### config.mk
export PLATFORM = sky130hd
export DESIGN_NAME = mem_port_arbiter
export DESIGN_NICKNAME = d
export VERILOG_FILES = /design/src/rtl/memarb_pkg.sv /design/src/rtl/memarb_wait_cnt.sv /design/src/rtl/mem_port_arbiter.sv
export SDC_FILE = /design/constraint.sdc
export NUM_CORES = 1
export LEC_CHECK = 0
export ABC_AREA = 0
export BUFFER_PORTS_ARGS = -buffer_cell sky130_fd_sc_hd__buf_4
export CAP_MARGIN = 40
export CORE_MARGIN = 2
export CORE_UTILIZATION = 38
export DETAILED_ROUTE_END_ITERATION = 8
export HOLD_SLACK_MARGIN = 0.08
export MAX_ROUTING_LAYER = met4
export PLACE_DENSITY = 0.71
export SLEW_MARGIN = 10
export SYNTH_ARGS = -nofsm -noshare
export SYNTH_HDL_FRONTEND = slang
export SYNTH_SLANG_ARGS = --single-unit
### constraint.sdc
create_clock -name clk -period 1.5 [get_ports clk]
set_input_delay 0.375 -clock clk [delete_from_list [all_inputs] [get_ports clk]]
set_output_delay 0.375 -clock clk [all_outputs]
set_load 0.02 [all_outputs]
### src/rtl/memarb_pkg.sv
// Shared constants for the instruction/data memory port arbiter.
package memarb_pkg;

    localparam int unsigned MEMARB_DEF_AW       = 32;
    localparam int unsigned MEMARB_DEF_DW       = 32;
    localparam int unsigned MEMARB_DEF_MAX_WAIT = 15;
    localparam int unsigned MEMARB_CNT_W        = 8;

    localparam logic [1:0] ST_IDLE    = 2'd0;
    localparam logic [1:0] ST_IF_BUSY = 2'd1;
    localparam logic [1:0] ST_DM_BUSY = 2'd2;

    typedef enum logic [1:0] {
        StIdle   = ST_IDLE,
        StIfBusy = ST_IF_BUSY,
        StDmBusy = ST_DM_BUSY
    } memarb_state_e;

endpackage

### src/rtl/memarb_wait_cnt.sv
// Watchdog counter for a busy memory transfer; expire fires on the cycle whose
// stalled edge would bring the count up to MAX_WAIT.
module memarb_wait_cnt
    import memarb_pkg::*;
#(
    parameter int unsigned MAX_WAIT = MEMARB_DEF_MAX_WAIT
) (
    input  logic clk,
    input  logic rst,
    input  logic clr,
    input  logic inc,
    output logic expire
);

    localparam logic [MEMARB_CNT_W-1:0] Limit = MEMARB_CNT_W'(MAX_WAIT - 1);

    logic [MEMARB_CNT_W-1:0] cnt;

    assign expire = inc && (cnt == Limit);

    always_ff @(posedge clk) begin
        if (rst || clr) begin
            cnt <= '0;
        end else if (inc) begin
            cnt <= cnt + MEMARB_CNT_W'(1);
        end
    end

endmodule

### src/rtl/mem_port_arbiter.sv
// Arbitrates fetch and data ports onto one shared memory, data port first.
// Optional watchdog abort is enabled by defining MEMARB_TIMEOUT_EN.
module mem_port_arbiter
    import memarb_pkg::*;
#(
    parameter int unsigned AW       = MEMARB_DEF_AW,
    parameter int unsigned DW       = MEMARB_DEF_DW,
    parameter int unsigned MAX_WAIT = MEMARB_DEF_MAX_WAIT
) (
    input  logic          clk,
    input  logic          rst,
    input  logic          if_req,
    input  logic [AW-1:0] if_addr,
    output logic [DW-1:0] if_rdata,
    output logic          if_ack,
    input  logic          dm_req,
    input  logic          dm_we,
    input  logic [AW-1:0] dm_addr,
    input  logic [DW-1:0] dm_wdata,
    output logic [DW-1:0] dm_rdata,
    output logic          dm_ack,
    output logic          mem_req,
    output logic          mem_we,
    output logic [AW-1:0] mem_addr,
    output logic [DW-1:0] mem_wdata,
    input  logic [DW-1:0] mem_rdata,
    input  logic          mem_ready,
    output logic          stall_if,
    output logic          stall_dm,
    output logic          err
);

    if (MAX_WAIT < 1 || MAX_WAIT > 255) begin : g_bad_max_wait
        $error("mem_port_arbiter: MAX_WAIT must be in 1..255");
    end

    memarb_state_e state;
    logic          dm_go;
    logic          if_go;
    logic          expire;

    // A request whose ack is showing this cycle is the one just served.
    assign dm_go    = dm_req && !dm_ack;
    assign if_go    = if_req && !if_ack;
    assign stall_dm = dm_req & ~dm_ack;
    assign stall_if = (if_req & ~if_ack) | stall_dm;

`ifdef MEMARB_TIMEOUT_EN
    logic grant;
    logic inc;
    logic err_q;

    assign grant = (state == StIdle) && (dm_go || if_go);
    assign inc   = (state != StIdle) && !mem_ready;

    memarb_wait_cnt #(
        .MAX_WAIT(MAX_WAIT)
    ) u_wait_cnt (
        .clk   (clk),
        .rst   (rst),
        .clr   (grant),
        .inc   (inc),
        .expire(expire)
    );

    always_ff @(posedge clk) begin
        if (rst) begin
            err_q <= 1'b0;
        end else begin
            err_q <= expire;
        end
    end

    assign err = err_q;
`else
    assign expire = 1'b0;
    assign err    = 1'b0;
`endif

    always_ff @(posedge clk) begin
        if (rst) begin
            state     <= StIdle;
            mem_req   <= 1'b0;
            mem_we    <= 1'b0;
            mem_addr  <= '0;
            mem_wdata <= '0;
            if_ack    <= 1'b0;
            dm_ack    <= 1'b0;
            if_rdata  <= '0;
            dm_rdata  <= '0;
        end else begin
            if_ack <= 1'b0;
            dm_ack <= 1'b0;
            case (state)
                StIdle: begin
                    if (dm_go) begin
                        state     <= StDmBusy;
                        mem_req   <= 1'b1;
                        mem_we    <= dm_we;
                        mem_addr  <= dm_addr;
                        mem_wdata <= dm_wdata;
                    end else if (if_go) begin
                        state     <= StIfBusy;
                        mem_req   <= 1'b1;
                        mem_we    <= 1'b0;
                        mem_addr  <= if_addr;
                        mem_wdata <= '0;
                    end
                end
                StIfBusy: begin
                    if (mem_ready || expire) begin
                        state    <= StIdle;
                        mem_req  <= 1'b0;
                        if_ack   <= 1'b1;
                        if_rdata <= mem_ready ? mem_rdata : '1;
                    end
                end
                StDmBusy: begin
                    if (mem_ready || expire) begin
                        state   <= StIdle;
                        mem_req <= 1'b0;
                        mem_we  <= 1'b0;
                        dm_ack  <= 1'b1;
                        if (!mem_we) begin
                            dm_rdata <= mem_ready ? mem_rdata : '1;
                        end
                    end
                end
                default: begin
                    state   <= StIdle;
                    mem_req <= 1'b0;
                    mem_we  <= 1'b0;
                end
            endcase
        end
    end

endmodule

==> run summary, run 1 <==
Setup violations remaining at the end of the flow were counted as 2. The first global-routing pass estimated 23700 um of wire. The via count of the first global-routing pass is 4802.

The root cell of the clock tree is sky130_fd_sc_hd__clkbuf_16. Leaving out fill and tap cells, the most frequent cell in the layout is sky130_fd_sc_hd__buf_4. On the final layout, the worst clock skew is 0.0121 ns.

The reported max-cap violation count came out at 0. For this run, the share of the core covered by cells in the final layout is 60.9%. The power per unit of standard cell area came out at 1370 nW/um^2.

The area overhead of the layout relative to synthesis came out at 57.5%. The flow ran to the end, but the final reports show violations. The smallest clock period supported by the final layout is computed as 1.55 ns. The maximum number of pins on one net before global-route repair is 57. The cell that appears most often on the critical path is sky130_fd_sc_hd__buf_6. The portion of the post-synthesis area used by sequential elements is 52.5%. The first detailed-routing pass ran for 4 iterations.

After routing the design area is 8040 sq um. The flop and latch count out of synthesis came out at 134. The post-route netlist has 44.5% of its cells at a drive strength greater than 1. Static timing analysis puts the maximum clock frequency at 644 MHz. The number of cells on the worst reg-to-reg path is 4. The H-tree was split into 4 levels. The largest driver fanout on the critical path came out at 3. The number of antenna violations at the first check in global routing was 0. The final wirelength came out at 15200 um. Data on the critical path is required at its endpoint by 1.12 ns. The signal on the critical path passes through nand2b_4, buf_6, nand2_4, buf_6. Once placement finished, the instance area stood at 7300 sq um. The longest clock path from root to sink contains 2 buffers. The x dimension of the die came out at 120 um. The number of different library cells used by synthesis comes to 39. Headroom to the max-slew limit came out at 47.5%.

For the worst setup path, the data arrival time is 1.18 ns. The I/O pin count came out at 269. The mapped cell area is 5100 sq um. Clock tree synthesis inserted a total of 17 buffers. The remaining design rule violation count is 0. The synthesis warning total is 0. The synthesized net count is 677. Final hold analysis gives a worst-case slack of 0.160 ns. The area taken by flip-flops and latches came out at 2690 sq um. The critical path is of the reg -> out type.

At the pin with the least slew margin, the transition time is 0.785 ns. STA classifies the critical path endpoint as a primary output. The critical path startpoint category is a register. The slowest stage of the critical path is the sky130_fd_sc_hd__dfxtp_2 cell.

For this design, the sink count on the clock tree is 134. The total count of hold-check failures in the final report is 0. For this design the static power due to leakage is 3.71 nW. The weighted congestion at the end of routability-driven global placement came out at 0.826. The first routing iteration left 342 violations. The maximum VDD drop came out at 0.859 mV.

After clock tree synthesis, the clock-pin slew on the worst setup and hold paths is 0.06 ns. The worst reg-to-reg setup slack came out at 0.02 ns. Once the floorplan was initialized, standard cells occupied 38.7% of the core.

The number of logic stages on the critical path including buffering came out at 4. Setup repair after global routing could not meet its margin everywhere. The delay of the slowest cell on the worst path is 0.32 ns. The final worst slack is -0.0532 ns. Counting instances, the worst hold path has a depth of 2. The overall fraction of global-route tracks in use came out at 21.3%. The number of nets with antenna violations after routing is 0. The final HPWL from detailed placement is 10700 um. The die covers 14400 sq um.

The net total in the final layout came out at 935. The largest delay contributor family on the critical path is flip-flops. The final reports fail on negative setup slack. Port buffering added 267 buffers. Row generation in the floorplan step produced 42 rows. The sum of overflow across all layers after global routing came out at 0.

Together, buffers and inverters on the worst path number 2. The final count of pins violating max slew came out at 0. The worst hold-check path type is in -> reg. 0 antenna diodes ended up in the layout. Adding up every negative setup slack in the final design gives -0.0949 ns.

The detail-routed via count per cell came out at 4.95. The area of the core region is 13200 sq um. The cell count after synthesis came out at 540. The number of hold buffers added after CTS was 0. The area of the multi-input gates is 2040 sq um.

After layout, the worst path uses 104% of the clock period. Dividing the detail-routed wire length by the instance count gives 15.4 um. The vertical die dimension is 120 um.

TritonCTS built the clock tree. The clock insertion delay at the later pin of the skew report came out at 0.42 ns. Across all layers, the routed design uses 4887 vias.

The library cells used most frequently in the layout, excluding fill and tap cells, are sky130_fd_sc_hd__buf_4, sky130_fd_sc_hd__dfxtp_1, sky130_fd_sc_hd__nand2_1. A synthesized cell averages 9.45 sq um. The fill cell total of the finished layout is 1137.
-- worst paths after layout --
path                              startpoint            end
worst max-delay path                  dm_ack       stall_if
worst min-delay path            dm_wdata[17]  mem_wdata[17]
worst max register to register        dm_ack  mem_wdata[21]
worst min register to register       mem_req        mem_req
-- area by class of cell --
type                       instances  share of cell area (%)
multi-input combinational        323                    25.4
sequential                       134                    33.4
inverter                          37                    1.76
clock buffer                      19                    5.63
timing repair buffer             285                    28.6
tap                              176                    2.74
clock inverter                    13                    2.52
-- state kept, by name (all words and copies together), names as in the netlist --
name / flops
mem_wdata: 32
state: 2
if_rdata: 32
mem_addr: 32
mem_req: 1
if_ack: 1
dm_rdata: 32
dm_ack: 1
mem_we: 1
-- power by group --
part	switching [W]	internal [W]	total [W]
logic	0.00127	0.00109	0.00236
clock network	0.00151	0.00303	0.00454
registers	0.000181	0.00389	0.00407
total	0.00297	0.00801	0.0110
-- per-stage QoR --
step	power, W	cells	worst slack (ns)
after floorplan	0.00540	540	0.0181
final	0.0110	987	-0.0532
after global routing	0.0115	987	-0.105
after global placement	0.00640	951	-0.121
after CTS	0.0110	986	-0.0781
after detailed placement	0.00647	951	-0.162
-- synth_stat cells (all sizes together) --
cell	number	area share (%)
a21oi	66	6.5
conb	1	0.073
inv	37	2.8
nor2b	3	0.37
and2b	1	0.15
nand3	3	0.29
nand2b	3	0.51
and2	1	0.12
buf	31	4.0
nand3b	1	0.15
a211oi	1	0.15
nand4	1	0.12
a21boi	1	0.22
o32ai	32	5.5
and3b	1	0.17
o211ai	1	0.15
nand2	131	9.6
and4bb	1	0.25
and3	1	0.12
clkbuf	15	1.1
mux2i	32	6.3
ha	3	0.74
a32o	32	7.0
o21ai	4	0.69
dfxtp	134	53
a31oi	1	0.12
nor2	1	0.073
nand4bb	1	0.22
-- routing by layer --
| metal | track usage [%] | share of wire, % | vias up |
|---|---|---|---|
| met5 | - | 0 | - |
| met4 | 9.19 | 2.3 | 0 |
| met2 | 35.7 | 51 | 186 |
| met3 | 6.42 | 6.8 | 23 |
| met1 | 23.6 | 40 | 2281 |
| li1 | - | - | 2397 |
-- timing repair --
| item | in CTS | in global routing |
|---|---|---|
| gates resized for setup | 8 | 5 |
| hold endpoints to repair | 0 | 0 |
| buffers inserted | 3 | 0 |
| pin swaps | 2 | 12 |
| cloned | 0 | 1 |
| setup endpoints to repair | 34 | 43 |
-- cells by family (layout without fill, tap and decap cells) --
family | after synthesis | after routing | share of synthesized area (%)
mux | 32 | 32 | 6.27
simple gates | 149 | 149 | 12.2
fa+ha+maj | 3 | 3 | 0.735
buf+inv | 83 | 354 | 7.89
compound gates | 138 | 138 | 20.3
other cells | 1 | 1 | 0.0735
flops | 134 | 134 | 52.5
(Power assumes the default switching activity.)
==> run 2, diff against run 1 <==
--- a/config.mk
+++ b/config.mk
@@ -11,6 +11,7 @@
 export CORE_MARGIN = 2
 export CORE_UTILIZATION = 38
 export DETAILED_ROUTE_END_ITERATION = 8
+export GPL_TIMING_DRIVEN = 0
 export HOLD_SLACK_MARGIN = 0.08
 export MAX_ROUTING_LAYER = met4
 export PLACE_DENSITY = 0.71
==> run 2 against run 1 <==
The flow still finishes with violations (negative setup slack). Global-route usage increased by 0.93 points. Register-to-register slack hardly changed. Clock skew down 0.0068 ns. Wire length is 4.9% higher. Via count increased by 3.9%. Flip-flop and latch count did not move. Total power is 0.31% higher. Worst hold slack gained 0.015 ns. First-iteration DRC count down 39%. Sequential share of layout area down 0.45 points. Largest cell class unchanged.
==> run summary, run 2 (synthesis results as in run 1) <==
The run finished, with violations left. After clock tree synthesis, the clock-pin slew on the worst setup and hold paths is 0.06 ns. The I/O pin count is 269.

The final worst slack is -0.0516 ns. The switching power share of the total is 27.4%. Max-cap violations in this run came to 0. The area of the die is 14400 sq um. The root cell of the clock tree is sky130_fd_sc_hd__clkbuf_16. The placed instances occupy a cell area of 7330 sq um. For this design the ratio of total power to cell area is 1350 nW/um^2. The overall via count from detail_route is 5076.

The first-pass GRT wire length is 24500 um. The detailed-routing iteration count for the pre-antenna-repair pass came out at 6. The number of DRC violations after detailed-routing iteration 0 is 208. Setup violations remaining at the end of the flow were counted as 2. The overall fraction of global-route tracks in use came out at 22.3%. The critical path startpoint category is a register. The number of nets with antenna violations after routing came out at 0. The layout cell share with drive strength beyond 1 is 45.7%.

The vertical die dimension is 120 um. The clock insertion delay at the later pin of the skew report came out at 0.41 ns. The number of buffers on the longest clock path is 2. The number of buffers and inverters on the critical path is 2. The commonest non-fill, non-tap cell in the layout is sky130_fd_sc_hd__buf_4.

The detail-routed via count per cell is 4.99. In this run, the combinational gates consume 22.1% of the power. The clock network power share came out at 40.9%. The critical path data arrival time is 1.18 ns. Setup repair after global routing could not meet its margin everywhere. The final wirelength is 16000 um. The worst-margin pin slew came out at 0.515 ns. The ratio of final minimum period to clock period came out at 103%. The critical path is of the reg -> out type. The largest delay contributor family on the critical path is flip-flops. The number of antenna violations at the first check in global routing came out at 0. The worst path in the final design needs a cycle of 1.55 ns, including I/O delays and setup. The site row count came out at 42. The initial utilization of the core area, before any placement, comes to 38.7%. The switching power came out at 0.00302 W. The leakage dissipation is 3.78 nW. The worst endpoint required time is 1.12 ns. The worst setup path is captured at a primary output. The weighted congestion at the end of routability-driven global placement came out at 0.822.

Excluding fillers, the count of instances in the completed layout stands at 1018. The clock arrives with 0.00527 ns of skew. The sum of overflow across all layers after global routing came out at 0. The quantity of I/O buffers inserted on ports came out at 267.

Detailed placement finished with a half-perimeter wire length of 12300 um. The final count of pins violating max slew was 0. The number of antenna cells inserted is 0. The H-tree depth came out at 4. The worst hold-check path type is in -> reg.

The fill cell total of the finished layout came out at 1123. The maximum number of pins on one net before global-route repair is 17. The remaining design rule violation count came out at 0. The delay of the slowest cell on the worst path is 0.32 ns.

Registers are responsible for 37.0% of the overall power. The wire length per cell after detailed routing came out at 15.7 um. Hold timing on the final database bottoms out at a slack of 0.175 ns. The slowest stage of the critical path belongs to the cell sky130_fd_sc_hd__dfxtp_2. The worst slew slack as a fraction of its limit came out at 65.6%. The largest driver fanout on the critical path is 3. For the final routed database, the setup TNS stands at -0.0517 ns. Once layout is done, the placed cells without fillers occupy 8150 sq um.

Traced cell by cell, the critical path runs through nand2b_4, buf_12, nand2_4, buf_6. The final layout contains 966 nets. The top cell types in the final layout, fill and taps aside, are sky130_fd_sc_hd__buf_4, sky130_fd_sc_hd__dfxtp_1, sky130_fd_sc_hd__nand2_1.

The checks that failed: negative setup slack. VDD sags by at most 0.821 mV. The area overhead of the layout relative to synthesis is 59.6%. The area of the core region came out at 13200 sq um. The maximum clock frequency is 645 MHz. The post-cts hold buffer count came out at 0.

The internal power component came out at 0.00799 W. Buffers inserted during clock tree synthesis total 17. For this design, the sink count on the clock tree is 134. Including well taps, the total number of placed cells is 983.

The total count of hold-check failures in the final report came out at 0. The x dimension of the die came out at 120 um. TritonCTS built the clock tree. The via count of the first global-routing pass came to 4968.
## run 2: final timing paths
path,from,to,slack [ns],cells after the start
max,dm_ack,stall_if,-0.05,4
min,dm_wdata[26],mem_wdata[26],0.18,2
max reg2reg,dm_ack,mem_addr[28],0.03,5
min reg2reg,mem_req,mem_req,0.45,2
## run 2: timing repair
action / 4_1_cts / 5_1_grt
buffers inserted: 3 / 2
gates resized for setup: 26 / 39
setup endpoints to repair: 122 / 122
pin swaps: 0 / 1
## run 2: power groups by stage
stage          clock [W]  sequential [W]  combinational, W
2_1_floorplan          0         0.00451          0.000891
3_3_place_gp           0         0.00413           0.00228
3_5_place_dp           0         0.00415           0.00233
4_1_cts          0.00456         0.00407           0.00240
5_1_grt          0.00473         0.00411           0.00260
6_report         0.00450         0.00408           0.00243
## run 2: cell type report
class | count | area (sq um) | share of cell area [%]
buffer | 44 | 343 | 4.21
clock buffer | 21 | 480 | 5.90
clock inverter | 11 | 170 | 2.09
inverter | 37 | 141 | 1.74
multi-input combinational | 323 | 2060 | 25.3
sequential | 134 | 2690 | 33.0
tap | 176 | 220 | 2.70
timing repair buffer | 272 | 2050 | 25.2
## run 2: metrics by stage
| stage | utilization, % | total power, W | setup WS (ns) |
|---|---|---|---|
| finish | 61.8 | 0.0110 | -0.0516 |
| detailed placement | 55.6 | 0.00648 | -0.169 |
| global placement | 55.6 | 0.00641 | -0.116 |
| CTS | 61.2 | 0.0110 | -0.161 |
| floorplan | - | 0.00540 | 0.0181 |
| global route | 61.8 | 0.0114 | -0.0856 |
## run 2: worst register-to-register path: stages, from the launching register on
cell                       delay, ns
sky130_fd_sc_hd__dfxtp_2        0.32
sky130_fd_sc_hd__nand2b_4       0.17
sky130_fd_sc_hd__buf_4          0.20
sky130_fd_sc_hd__a21boi_2       0.29
sky130_fd_sc_hd__clkbuf_4       0.27
sky130_fd_sc_hd__o32ai_1        0.10
## run 2: layer usage
| layer | up-vias | global-route usage (%) | wire length [um] | share of wire [%] |
|---|---|---|---|---|
| li1 | 2460 | - | - | - |
| met1 | 2399 | 24.6 | 6390 | 40 |
| met2 | 188 | 38.7 | 8260 | 52 |
| met3 | 29 | 5.61 | 1040 | 6.5 |
| met4 | 0 | 8.24 | 286 | 1.8 |
| met5 | - | - | 0 | 0 |
==> run 3, diff against run 2 <==
--- a/config.mk
+++ b/config.mk
@@ -10,6 +10,7 @@
 export CAP_MARGIN = 40
 export CORE_MARGIN = 2
 export CORE_UTILIZATION = 38
+export CTS_BUF_LIST = sky130_fd_sc_hd__clkbuf_4
 export DETAILED_ROUTE_END_ITERATION = 8
 export GPL_TIMING_DRIVEN = 0
 export HOLD_SLACK_MARGIN = 0.08
==> run 3 against run 2 <==
The run still ends with negative setup slack left. First-iteration DRC count increased by 18%. Critical path depth unchanged. Cell count increased by 8.0%. Total power decreased by 15%.
==> run summary, run 3 (synthesis results as in run 1) <==
The worst path uses 112% of the clock period. The weighted congestion at the end of routability-driven global placement came out at 0.822. The number of antenna violations at the first check in global routing is 0. The die is 120 um tall. Clock-pin slew was measured on the worst setup and hold paths at 0.11 ns. The critical path startpoint category is a register. The total count of hold-check failures in the final report is 0. The total cell area at the placement stage came out at 7330 sq um.

The setup clock skew after layout is 0.0111 ns. The library cell used most frequently in the layout, excluding fill and tap cells, is sky130_fd_sc_hd__buf_4. The layout cell share with drive strength beyond 1 came out at 43.6%. The largest driver fanout on the critical path is 3. The final count of pins violating max slew was 0.

Signal routing reaches up to met4. The remaining design rule violation count came out at 0. The quantity of I/O buffers inserted on ports is 267.

The worst slew slack as a fraction of its limit is 65.6%. In this run the static leakage power is 3.98 nW. The wire length per cell after detailed routing came out at 15.6 um. Timing would allow up to 597 MHz. For this design the total switching power over the nets is 0.00286 W. Measured along the x axis, the die boundary spans 120 um. The area of the multi-input gates came out at 2060 sq um. The effective utilization at floorplan came out at 38.7%. The routed wire length on met2 is 9070 um.

The total power is 0.00933 W. The clock insertion delay at the later pin of the skew report is 0.52 ns. TritonCTS built the clock tree. The worst-margin pin slew is 0.516 ns. The sum of overflow across all layers after global routing came out at 0.

Setup repair after global routing could not meet its margin everywhere. The share of total power in combinational logic came out at 28.1%. The critical path data arrival time is 1.30 ns. The area taken by flip-flops and latches came out at 2710 sq um. The floorplan has 42 rows. Net switching is 30.6% of the power. The library cells used most frequently in the layout, excluding fill and tap cells, are sky130_fd_sc_hd__buf_4, sky130_fd_sc_hd__nand2_1, sky130_fd_sc_hd__dfxtp_1. The net total in the final layout is 1047.

The root buffer cell chosen for the clock tree is sky130_fd_sc_hd__clkbuf_4. The detailed router put a total of 6640 um of wire on met1. Detailed placement ended at an HPWL of 12300 um. The clock network burns 28.1% of the power.

The number of nets with antenna violations after routing came out at 0. The final worst slack came out at -0.175 ns. The setup slack at placement is -0.169 ns. The maximum number of pins on one net before global-route repair came out at 17.

The clock period minus worst slack is 1.67 ns. At the worst endpoint, the required time is 1.12 ns. Once placement completed, the tool counted placed cells totaling 983.

The area of the die came out at 14400 sq um. The clock buffer count from CTS came out at 17. The number of DRC violations after detailed-routing iteration 0 came out at 246. The I/O pin count came out at 269. The final standard cell count with taps included and fillers excluded came out at 1099. The tool flagged a number of max-cap violations equal to 0. STA classifies the critical path endpoint as a primary output.

The internal power component came out at 0.00647 W. The detailed router placed 5427 vias in this run. The maximum VDD drop is 0.842 mV.

The detail-routed via count per cell is 4.94. The flow ran to the end, but the final reports show violations. Fill cells in the final layout number 1052. The finished cells cover 8650 sq um. The power per unit of standard cell area came out at 1080 nW/um^2. The via count of the first global-routing pass came out at 5373. Setup violations remaining at the end of the flow were counted as 3. No sink is reached through more buffers than the 2 on the longest clock path. The met3 layer wire length in the routed design is 1150 um. The final reports fail on negative setup slack. The routed design has 17200 um of wire.

The area overhead of the layout relative to synthesis is 69.4%. The detailed-routing iteration count for the pre-antenna-repair pass came out at 6. The first-pass GRT wire length came out at 26400 um.

By startpoint and endpoint, the worst setup path is classified as reg -> out. The number of antenna cells inserted is 0. The final-layout worst hold slack is 0.142 ns. Across every metal layer, demand over resource in global routing totals 23.9%.

The core region is 13200 sq um. The worst hold-check path type is in -> reg. The clock net in this run drives a total of 134 sinks. In this run, flip-flops and latches consume 43.8% of the power. The H-tree depth is 4.
==> run 3: worst paths after layout <==
kind,startpoint,endpoint,slack [ns],depth (start not counted)
setup / recovery,dm_ack,stall_if,-0.17,4
hold / removal,dm_addr[10],mem_addr[10],0.14,3
setup reg to reg,dm_ack,mem_addr[28],0.03,5
hold reg to reg,mem_req,mem_req,0.46,2
==> run 3: metal layers <==
layer	track usage (%)	vias up
li1	-	2627
met1	25.6	2562
met2	42.2	213
met3	6.23	25
met4	8.97	0
met5	-	-
==> run 3: worst max-delay path: stages (launching register included) <==
cell and delay (ns):
sky130_fd_sc_hd__dfxtp_2 0.34, sky130_fd_sc_hd__nand2b_4 0.16, sky130_fd_sc_hd__buf_12 0.13, sky130_fd_sc_hd__nand2_4 0.04, sky130_fd_sc_hd__buf_6 0.11
==> run 3: power by group through the flow <==
stage / logic, W / clock network (W) / registers (W)
2_1_floorplan: 0.000891 / 0 / 0.00451
3_3_place_gp: 0.00228 / 0 / 0.00413
3_5_place_dp: 0.00233 / 0 / 0.00415
4_1_cts: 0.00258 / 0.00269 / 0.00407
5_1_grt: 0.00280 / 0.00284 / 0.00412
6_report: 0.00262 / 0.00262 / 0.00408
==> run 3: timing repair <==
action,4_1_cts,5_1_grt
hold buffers,79,1
pin swaps,1,1
hold endpoints to repair,104,1
setup buffers,4,2
resized for setup,35,43
endpoints found under the setup margin,124,138
==> run 3: final cells by class <==
type	instances	area share (%)
repair buffers	353	33.2
clock inverters	15	2.14
clock buffers	17	1.48
inverters	37	1.63
plain buffers	44	3.85
well taps	176	2.55
flip-flops and latches	134	31.4
multi-input cells	323	23.8
==> run 3: per-stage QoR <==
step	TNS (ns)	util, %
after global placement	-7.81	55.6
after floorplan	0	-
after global routing	-0.964	65.6
after CTS	-1.21	64.9
after detailed placement	-13.56	55.6
final	-0.371	65.6
